`config.mk`:
```
export PLATFORM = sky130hd
export DESIGN_NAME = mult_pipe
export DESIGN_NICKNAME = d
export VERILOG_FILES = /design/src/rtl/mult_pipe.sv
export SDC_FILE = /design/constraint.sdc
export NUM_CORES = 1
export LEC_CHECK = 0
export ABC_CLOCK_PERIOD_IN_PS = 10810
export CORE_MARGIN = 4
export CORE_UTILIZATION = 30
export DETAILED_ROUTE_END_ITERATION = 10
export PLACE_DENSITY = 0.53
export SLEW_MARGIN = 20
export SYNTH_ARGS = -nofsm -noshare
export SYNTH_HDL_FRONTEND = slang
export SYNTH_SLANG_ARGS = --single-unit
```
`constraint.sdc`:
```
create_clock -name clk -period 10.81 [get_ports clk]
set_clock_uncertainty 0.2 [all_clocks]
set_input_delay 2.162 -clock clk [delete_from_list [all_inputs] [get_ports clk]]
set_output_delay 2.162 -clock clk [all_outputs]
set_load 0.03 [all_outputs]
```
`src/rtl/mult_pipe.sv`:
```
// Three-stage pipelined WIDTH x WIDTH multiplier with valid/ready handshaking.
// S1 registers operands, S2 a carry-save pair, S3 the prefix-adder sum.
module mult_pipe #(
  parameter int unsigned WIDTH = 8
) (
  input  logic               clk,
  input  logic               rst_n,
  input  logic               in_valid,
  output logic               in_ready,
  input  logic [WIDTH-1:0]   x,
  input  logic [WIDTH-1:0]   y,
  input  logic               is_signed,
  output logic               out_valid,
  input  logic               out_ready,
  output logic [2*WIDTH-1:0] o,
  output logic               busy
);

  localparam int unsigned PW     = 2 * WIDTH;
  localparam int unsigned Levels = $clog2(PW);

  logic             s1_valid_q, s1_valid_d;
  logic [WIDTH-1:0] s1_x_q, s1_x_d;
  logic [WIDTH-1:0] s1_y_q, s1_y_d;
  logic             s1_signed_q, s1_signed_d;

  logic             s2_valid_q, s2_valid_d;
  logic [PW-1:0]    s2_sum_q, s2_sum_d;
  logic [PW-1:0]    s2_carry_q, s2_carry_d;

  logic             s3_valid_q, s3_valid_d;
  logic [PW-1:0]    s3_prod_q, s3_prod_d;

  logic             s1_ready, s2_ready, s3_ready;

  logic [PW-1:0]    csa_s, csa_c, csa_t, pp_row;
  logic             pp_bit;
  logic [PW-1:0]    gen, prp, gen_nxt, prp_nxt, half_sum, pf_sum;

  // A stage may load when it is empty or its occupant leaves on this edge.
  always_comb begin
    s3_ready = !s3_valid_q || out_ready;
    s2_ready = !s2_valid_q || s3_ready;
    s1_ready = !s1_valid_q || s2_ready;
  end

  assign in_ready  = rst_n & s1_ready;
  assign out_valid = s3_valid_q;
  assign o         = s3_prod_q;
  assign busy      = s1_valid_q | s2_valid_q | s3_valid_q;

  // Partial products, Baugh-Wooley complemented in signed mode, reduced by 3:2 rows.
  always_comb begin
    csa_s  = '0;
    csa_c  = '0;
    csa_t  = '0;
    pp_row = '0;
    pp_bit = 1'b0;
    for (int unsigned i = 0; i < WIDTH; i++) begin
      pp_row = '0;
      for (int unsigned j = 0; j < WIDTH; j++) begin
        pp_bit = s1_x_q[j] & s1_y_q[i];
        if (s1_signed_q && ((i == WIDTH - 1) != (j == WIDTH - 1))) begin
          pp_bit = ~pp_bit;
        end
        pp_row[i+j] = pp_bit;
      end
      csa_t = csa_s ^ csa_c ^ pp_row;
      csa_c = ((csa_s & csa_c) | (csa_s & pp_row) | (csa_c & pp_row)) << 1;
      csa_s = csa_t;
    end
    // Sign-correction constants: +2^WIDTH and +2^(2*WIDTH-1), modulo 2^(2*WIDTH).
    pp_row = '0;
    if (s1_signed_q) begin
      pp_row[WIDTH]  = 1'b1;
      pp_row[PW-1]   = 1'b1;
    end
    csa_t = csa_s ^ csa_c ^ pp_row;
    csa_c = ((csa_s & csa_c) | (csa_s & pp_row) | (csa_c & pp_row)) << 1;
    csa_s = csa_t;
    s2_sum_d   = csa_s;
    s2_carry_d = csa_c;
  end

  // Kogge-Stone prefix adder over the carry-save pair. Positions whose group already
  // reaches bit 0 act as grey cells: their propagate term is never consumed again.
  always_comb begin
    gen      = s2_sum_q & s2_carry_q;
    prp      = s2_sum_q ^ s2_carry_q;
    half_sum = prp;
    gen_nxt  = gen;
    prp_nxt  = prp;
    for (int l = 0; l < Levels; l++) begin
      gen_nxt = gen;
      prp_nxt = prp;
      for (int i = 0; i < PW; i++) begin
        if (i >= (1 << l)) begin
          gen_nxt[i] = gen[i] | (prp[i] & gen[i-(1<<l)]);
          prp_nxt[i] = prp[i] & prp[i-(1<<l)];
        end
      end
      gen = gen_nxt;
      prp = prp_nxt;
    end
    pf_sum = half_sum ^ {gen[PW-2:0], 1'b0};
  end

  always_comb begin
    s1_valid_d  = s1_valid_q;
    s1_x_d      = s1_x_q;
    s1_y_d      = s1_y_q;
    s1_signed_d = s1_signed_q;
    if (s1_ready) begin
      s1_valid_d = in_valid;
      if (in_valid) begin
        s1_x_d      = x;
        s1_y_d      = y;
        s1_signed_d = is_signed;
      end
    end
  end

  always_comb begin
    s2_valid_d = s2_valid_q;
    if (s2_ready) begin
      s2_valid_d = s1_valid_q;
    end
  end

  // o only changes when a real beat moves into S3, so it holds while idle or stalled.
  always_comb begin
    s3_valid_d = s3_valid_q;
    s3_prod_d  = s3_prod_q;
    if (s3_ready) begin
      s3_valid_d = s2_valid_q;
      if (s2_valid_q) begin
        s3_prod_d = pf_sum;
      end
    end
  end

  logic s2_load;
  assign s2_load = s2_ready & s1_valid_q;

  always_ff @(posedge clk or negedge rst_n) begin
    if (!rst_n) begin
      s1_valid_q  <= 1'b0;
      s1_x_q      <= '0;
      s1_y_q      <= '0;
      s1_signed_q <= 1'b0;
      s2_valid_q  <= 1'b0;
      s2_sum_q    <= '0;
      s2_carry_q  <= '0;
      s3_valid_q  <= 1'b0;
      s3_prod_q   <= '0;
    end else begin
      s1_valid_q  <= s1_valid_d;
      s1_x_q      <= s1_x_d;
      s1_y_q      <= s1_y_d;
      s1_signed_q <= s1_signed_d;
      s2_valid_q  <= s2_valid_d;
      if (s2_load) begin
        s2_sum_q   <= s2_sum_d;
        s2_carry_q <= s2_carry_d;
      end
      s3_valid_q  <= s3_valid_d;
      s3_prod_q   <= s3_prod_d;
    end
  end

endmodule

```
==> metrics.txt, run 1 <==
outcome=completed; Worst path slowest cell=clkdlybuf4s50_1; final setup violation count=0; Post-CTS Hold Fix Bufs=0; CTS tree=done; worst path required time=8.45 ns; PortBufs=39; Final Hold Viols=0; RSZ-0062 raised after global routing=no; # diodes=0; largest net degree at the start of global routing=61; CTS root buf=clkbuf_16; chip width=126 um; vias in the first global route=2,826; GRT met1 Usage=0.131; Min Clock Period, post-route=6.13 ns; Crit Path Max Fanout=60; Synth Register Bits=59; critical-path cell list=buf_2 -> buf_4 -> and2_2 -> clkdlybuf4s50_1; Static Leak=2.31 nW; Mapped Area=4170 um2; Syn Nets=466; first-pass GRT wire length=13,300 um; cts repair resizes=0; H-tree depth=3; maximum vdd ir drop=0.123 mV; met2 Use GR=0.171; Site Rows=42; worst min-delay path category=reg2reg; final setup TNS=0 ns; Routed Antenna Nets=0; CP bufs+invs=3; detailed placement HPWL=5700 um; Worst Path Arrival=3.77 ns; power per cell area=302 nW/um2; nets=499; max_cap viols=0; DRC=0; initial antenna violation count=0; highest clock rate=163 MHz; setup bufs post-CTS=0; layer with the highest usage=met2; max-slew violations=0; Final GP Congestion=0.718; Synth cell types=37; Post-synth ARST share=1.00; Global Route Usage Sum=0.104; Seq/Total Area, Yosys=0.354; Worst-Margin Slew=0.806 ns; DR vias=2,596; Worst-path clk slew=0.06 ns; EDFF count, synth=0; Clock Latency Late Sink=0.33 ns; synthesis-to-layout area growth=20.6%; Die ar.=15,900 um2; CTS buffer count=9; Synth Area per Inst=10.9 um2; CP Capture Type=primary output; core footprint=13,500 um2; synthesized instance count=382; GR Util met3=0.0330; Avg Vias per Cell=4.36; Setup CP Type=in2out; DR iter-0 viols=90; drt total wl=7380 um; CP startpoint kind=primary input; max incr delay on CP=0.67 ns; # clock sinks=59; layout cell share with drive strength beyond 1=0.140; Detailed Routing Iterations Pass 1=4; delay-heaviest family, CP=buffers and inverters; routed length per instance=12.4 um; Final Hold Slack=0.264 ns; grt total ovfl=0; Yosys Warn Count=0; Tcrit/Tclk final=0.567; Die H=126 um; CTS Buffer Depth=2; # IOs=40; Slew headroom=0.463; ys flop type=dfrtp_1; starting density of the core=0.310
[metrics by stage]
step / worst slack (ns) / utilization / cell area [um2] / power (W) / instances
6_report: 4.68 / 0.374 / 5030 / 0.00152 / 596
3_3_place_gp: 4.61 / 0.348 / 4680 / 0.00119 / 580
4_1_cts: 4.60 / 0.374 / 5030 / 0.00155 / 596
2_1_floorplan: 5.77 / - / 4170 / 0.000978 / 382
5_1_grt: 4.50 / 0.374 / 5030 / 0.00171 / 596
3_5_place_dp: 4.60 / 0.348 / 4680 / 0.00121 / 580
[cell families (layout without fill, tap and decap cells)]
| logic type | after synthesis | in the layout | synth area share |
|---|---|---|---|
| XOR/XNOR | 17 | 17 | 0.0357 |
| buffers and inverters | 62 | 100 | 0.0648 |
| multiplexers | 32 | 32 | 0.0954 |
| flip-flops | 59 | 59 | 0.354 |
| adder cells (fa/ha/maj) | 63 | 63 | 0.268 |
| AND/OR/NAND/NOR | 127 | 127 | 0.151 |
| AO/OA/AOI/OAI | 22 | 22 | 0.0312 |
[layout make-up]
cell class / instances / area, um2
multi-input combinational: 261 / 2420
clock buffer: 9 / 225
sequential: 59 / 1480
timing repair buffer: 40 / 393
fill: 1373 / 8420
clock inverter: 7 / 125
inverter: 44 / 165
tap: 176 / 220
[worst register-to-register path, delay by kind of cell (launching register included)]
family,cells,cell delay [ns]
flops,1,0.68
buf+inv,3,0.35
fa+ha+maj,7,3.30
compound gates,1,0.08
xor+xnor,1,0.25
[synthesized netlist by cell type, types with 2 or more instances]
master	instances	area (um2)
mux2_4	10	150
ha_1	19	238
and2_1	26	163
nand4_1	3	18.8
nand2_1	82	308
buf_6	2	22.5
xor2_1	2	17.5
o21ai_0	12	60.1
nand3_1	2	10.0
fa_1	44	881
buf_2	5	25.0
a21oi_1	3	15.0
a21o_1	2	15.0
a211o_1	2	17.5
dfrtp_1	59	1480
xnor2_1	15	131
mux2_2	22	248
nand2b_1	2	12.5
inv_1	43	161
clkbuf_1	10	37.5
[layout by cell type (no fill, tap or decap), types with 2 or more instances in the layout]
| cell | n |
|---|---|
| nand2_1 | 82 |
| dfrtp_1 | 59 |
| fa_1 | 44 |
| inv_1 | 43 |
| clkdlybuf4s50_1 | 38 |
| and2_1 | 26 |
| mux2_2 | 22 |
| ha_1 | 19 |
| xnor2_1 | 15 |
| o21ai_0 | 12 |
| mux2_4 | 10 |
| clkbuf_16 | 9 |
| a21oi_1 | 3 |
| nand4_1 | 3 |
| bufinv_16 | 3 |
| clkinv_4 | 3 |
| nand2b_1 | 2 |
| a21o_1 | 2 |
| a211o_1 | 2 |
| nand3_1 | 2 |
| xor2_1 | 2 |
[routing by layer]
metal,vias up,routed length [um]
met1,1296,3450
met4,0,96
met3,6,268
li1,1260,-
met2,34,3560
met5,-,0
[state kept, by name (all words and copies together) (netlist names)]
| register | cells |
|---|---|
| o | 16 |
| out_valid | 1 |
| s1_signed_q | 1 |
| s1_valid_q | 1 |
| s1_x_q | 8 |
| s1_y_q | 8 |
| s2_carry_q | 7 |
| s2_sum_q | 16 |
| s2_valid_q | 1 |
[final timing paths]
kind                                         startpoint                  endpoint  slack (ns)  cells after the start
worst max-delay path                              rst_n                  in_ready        4.68                      4
worst min-delay path            s2_sum_q[1]$_DFFE_PN0P_          o[1]$_DFFE_PN0P_        0.26                      2
worst max register to register  s1_signed_q$_DFFE_PN0P_   s2_sum_q[8]$_DFFE_PN0P_        5.83                     12
worst min register to register  s2_sum_q[1]$_DFFE_PN0P_          o[1]$_DFFE_PN0P_        0.26                      2
max in group asynchronous                         rst_n          o[2]$_DFFE_PN0P_        8.14                      2
min in group asynchronous                         rst_n  s2_sum_q[14]$_DFFE_PN0P_        1.78                      2
[where the power goes]
part	switching [W]	internal (W)	total (W)
clock network	0.000110	0.000227	0.000337
registers	0.0000602	0.000302	0.000363
logic	0.000419	0.000399	0.000817
Note: power is estimated with default switching activity, not from simulation.
==> run 2, diff against run 1 <==
--- a/config.mk
+++ b/config.mk
@@ -5,11 +5,11 @@
 export SDC_FILE = /design/constraint.sdc
 export NUM_CORES = 1
 export LEC_CHECK = 0
-export ABC_CLOCK_PERIOD_IN_PS = 10810
+export ABC_CLOCK_PERIOD_IN_PS = 5400
 export CORE_MARGIN = 4
 export CORE_UTILIZATION = 30
 export DETAILED_ROUTE_END_ITERATION = 10
-export PLACE_DENSITY = 0.53
+export PLACE_DENSITY = 0.55
 export SLEW_MARGIN = 20
 export SYNTH_ARGS = -nofsm -noshare
 export SYNTH_HDL_FRONTEND = slang
==> constraint.sdc (replaced) <==
create_clock -name clk -period 5.4 [get_ports clk]
set_clock_uncertainty 0.2 [all_clocks]
set_input_delay 1.08 -clock clk [delete_from_list [all_inputs] [get_ports clk]]
set_output_delay 1.08 -clock clk [all_outputs]
set_load 0.03 [all_outputs]
==> metrics.txt, run 2 (synthesis gave the netlist of run 1 again) <==
final setup violation count=0 (unchanged); most common cell after layout, fill and taps aside=nand2_1; highest clock rate=203 MHz; Crit Path Max Fanout=10 (-83%); most frequent cells in the layout=nand2_1 (82), dfrtp_1 (59), fa_1 (44); detailed placement HPWL=5800 um (+1.8%); setup bufs post-CTS=0 (unchanged); largest net degree at the start of global routing=60 (-1.6%); switching power=0.00117 W (+99%); CP Capture Type=register; # clock sinks=59 (unchanged); Setup CP Type=reg2reg; H-tree depth=3 (unchanged); CTS root buf=clkbuf_16; initial antenna violation count=0 (unchanged); layout cell share with drive strength beyond 1=0.140 (unchanged); Avg Vias per Cell=4.32 (-0.85%); Worst-Margin Slew=0.773 ns (-0.0326 ns); Die ar.=15,900 um2 (unchanged); Clock Latency Late Sink=0.32 ns (about the same); starting density of the core=0.310 (unchanged); worst path required time=5.38 ns (-3.07 ns); sw frac=0.406 (+0.0175); synthesis-to-layout area growth=18.8%; vias in the first global route=2,678 (-5.2%); DR iter-0 viols=99 (+10%); # diodes=0 (unchanged); routed length per instance=12.7 um (+2.4%); Slew headroom=0.485 (+0.0218); CTS buffer count=9 (unchanged); final core utilization=0.368 (-0.00539); max-slew violations=0 (unchanged); # fillers=1,363 (-0.73%); chip width=126 um (unchanged); Post-CTS Hold Fix Bufs=0 (unchanged); PortBufs=39 (unchanged); Die H=126 um (unchanged); worst min-delay path category=reg2reg; nets=499 (unchanged); Worst Path Arrival=4.92 ns (+1.15 ns); power per cell area=583 nW/um2 (+93%); cts repair resizes=0 (unchanged); Final GP Congestion=0.745 (+3.7%); Final Hold Viols=0 (unchanged); sequential power share=0.252 (+0.013); drt total wl=7560 um (+2.4%); maximum vdd ir drop=0.227 mV (+85%); Static Leak=2.26 nW (-2.0%); Global Route Usage Sum=0.102 (-0.00141); Worst-path clk slew=0.06 ns (about the same); DRC=0 (unchanged); max_cap viols=0 (unchanged); CTS Buffer Depth=2 (unchanged); Routed Antenna Nets=0 (unchanged); Site Rows=42 (unchanged); Detailed Routing Iterations Pass 1=4 (unchanged); outcome=completed; RSZ-0062 raised after global routing=no; Min Clock Period, post-route=4.93 ns; Tcrit/Tclk final=0.914; core footprint=13,500 um2 (unchanged); CP startpoint kind=register; combinational fraction of design power=0.568 (+0.029); DR vias=2,574 (-0.85%); total power=0.00289 W (+90%); grt total ovfl=0 (unchanged); share of total power in the clock network=0.181 (-0.041); first-pass GRT wire length=13,100 um (-1.7%); CTS tree=done; # IOs=40 (unchanged); P_int=0.00172 W (+85%); final setup TNS=0 ns (unchanged)
run 2: changes by cell type in the layout (fill, tap and decap cells not counted), sizes merged:
cell,before,now
clkinv,3,1
bufinv,3,0
clkinvlp,0,4
inv,45,46
run 2: metrics by stage:
step / hold WS, ns / setup slack [ns] / cell area [um2] / cells
global placement: 0.249 / 0.547 / 4680 / 580
finish: 0.268 / 0.467 / 4960 / 596
detailed placement: 0.253 / 0.459 / 4680 / 580
global route: 0.291 / 0.261 / 4960 / 596
CTS: 0.272 / 0.457 / 4960 / 596
floorplan: 0.233 / 0.657 / 4170 / 382
run 2: worst paths after layout:
path                                              start                       end  slack [ns]  cells past startpoint
worst max-delay path            s1_signed_q$_DFFE_PN0P_   s2_sum_q[8]$_DFFE_PN0P_        0.47                     12
worst max register to register  s1_signed_q$_DFFE_PN0P_   s2_sum_q[8]$_DFFE_PN0P_        0.47                     12
worst min-delay path            s2_sum_q[4]$_DFFE_PN0P_          o[4]$_DFFE_PN0P_        0.27                      2
worst min register to register  s2_sum_q[4]$_DFFE_PN0P_          o[4]$_DFFE_PN0P_        0.27                      2
max in group asynchronous                         rst_n   s2_sum_q[7]$_DFFE_PN0P_        3.76                      2
min in group asynchronous                         rst_n  s2_sum_q[14]$_DFFE_PN0P_        0.74                      2
run 2: critical path, stage by stage (launching register included):
cell	delay [ns]
dfrtp_1	0.65
inv_2	0.23
xnor2_1	0.25
fa_1	0.46
fa_1	0.51
fa_1	0.43
fa_1	0.49
inv_1	0.05
fa_1	0.47
inv_1	0.05
fa_1	0.45
fa_1	0.49
o21ai_0	0.08
run 2: layout make-up:
cell class	count	area [um2]	share of cell area
clock inverters	7	52.6	0.0106
inverters	44	165	0.0333
repair buffers	40	393	0.0793
multi-input cells	261	2420	0.489
well taps	176	220	0.0444
flip-flops and latches	59	1480	0.298
clock buffers	9	225	0.0454
run 2: per-layer routing:
metal | up-vias | share of wire | GRT usage
li1 | 1262 | - | -
met1 | 1257 | 0.47 | 0.136
met2 | 44 | 0.46 | 0.159
met3 | 11 | 0.040 | 0.0246
met4 | 0 | 0.023 | 0.0448
met5 | - | 0 | 0
run 2: power groups by stage:
stage | combinational, W | clock [W] | sequential, W
2_1_floorplan | 0.00117 | 0 | 0.000790
4_1_cts | 0.00167 | 0.000544 | 0.000730
3_5_place_dp | 0.00167 | 0 | 0.000738
6_report | 0.00164 | 0.000522 | 0.000727
5_1_grt | 0.00195 | 0.000564 | 0.000749
3_3_place_gp | 0.00163 | 0 | 0.000731
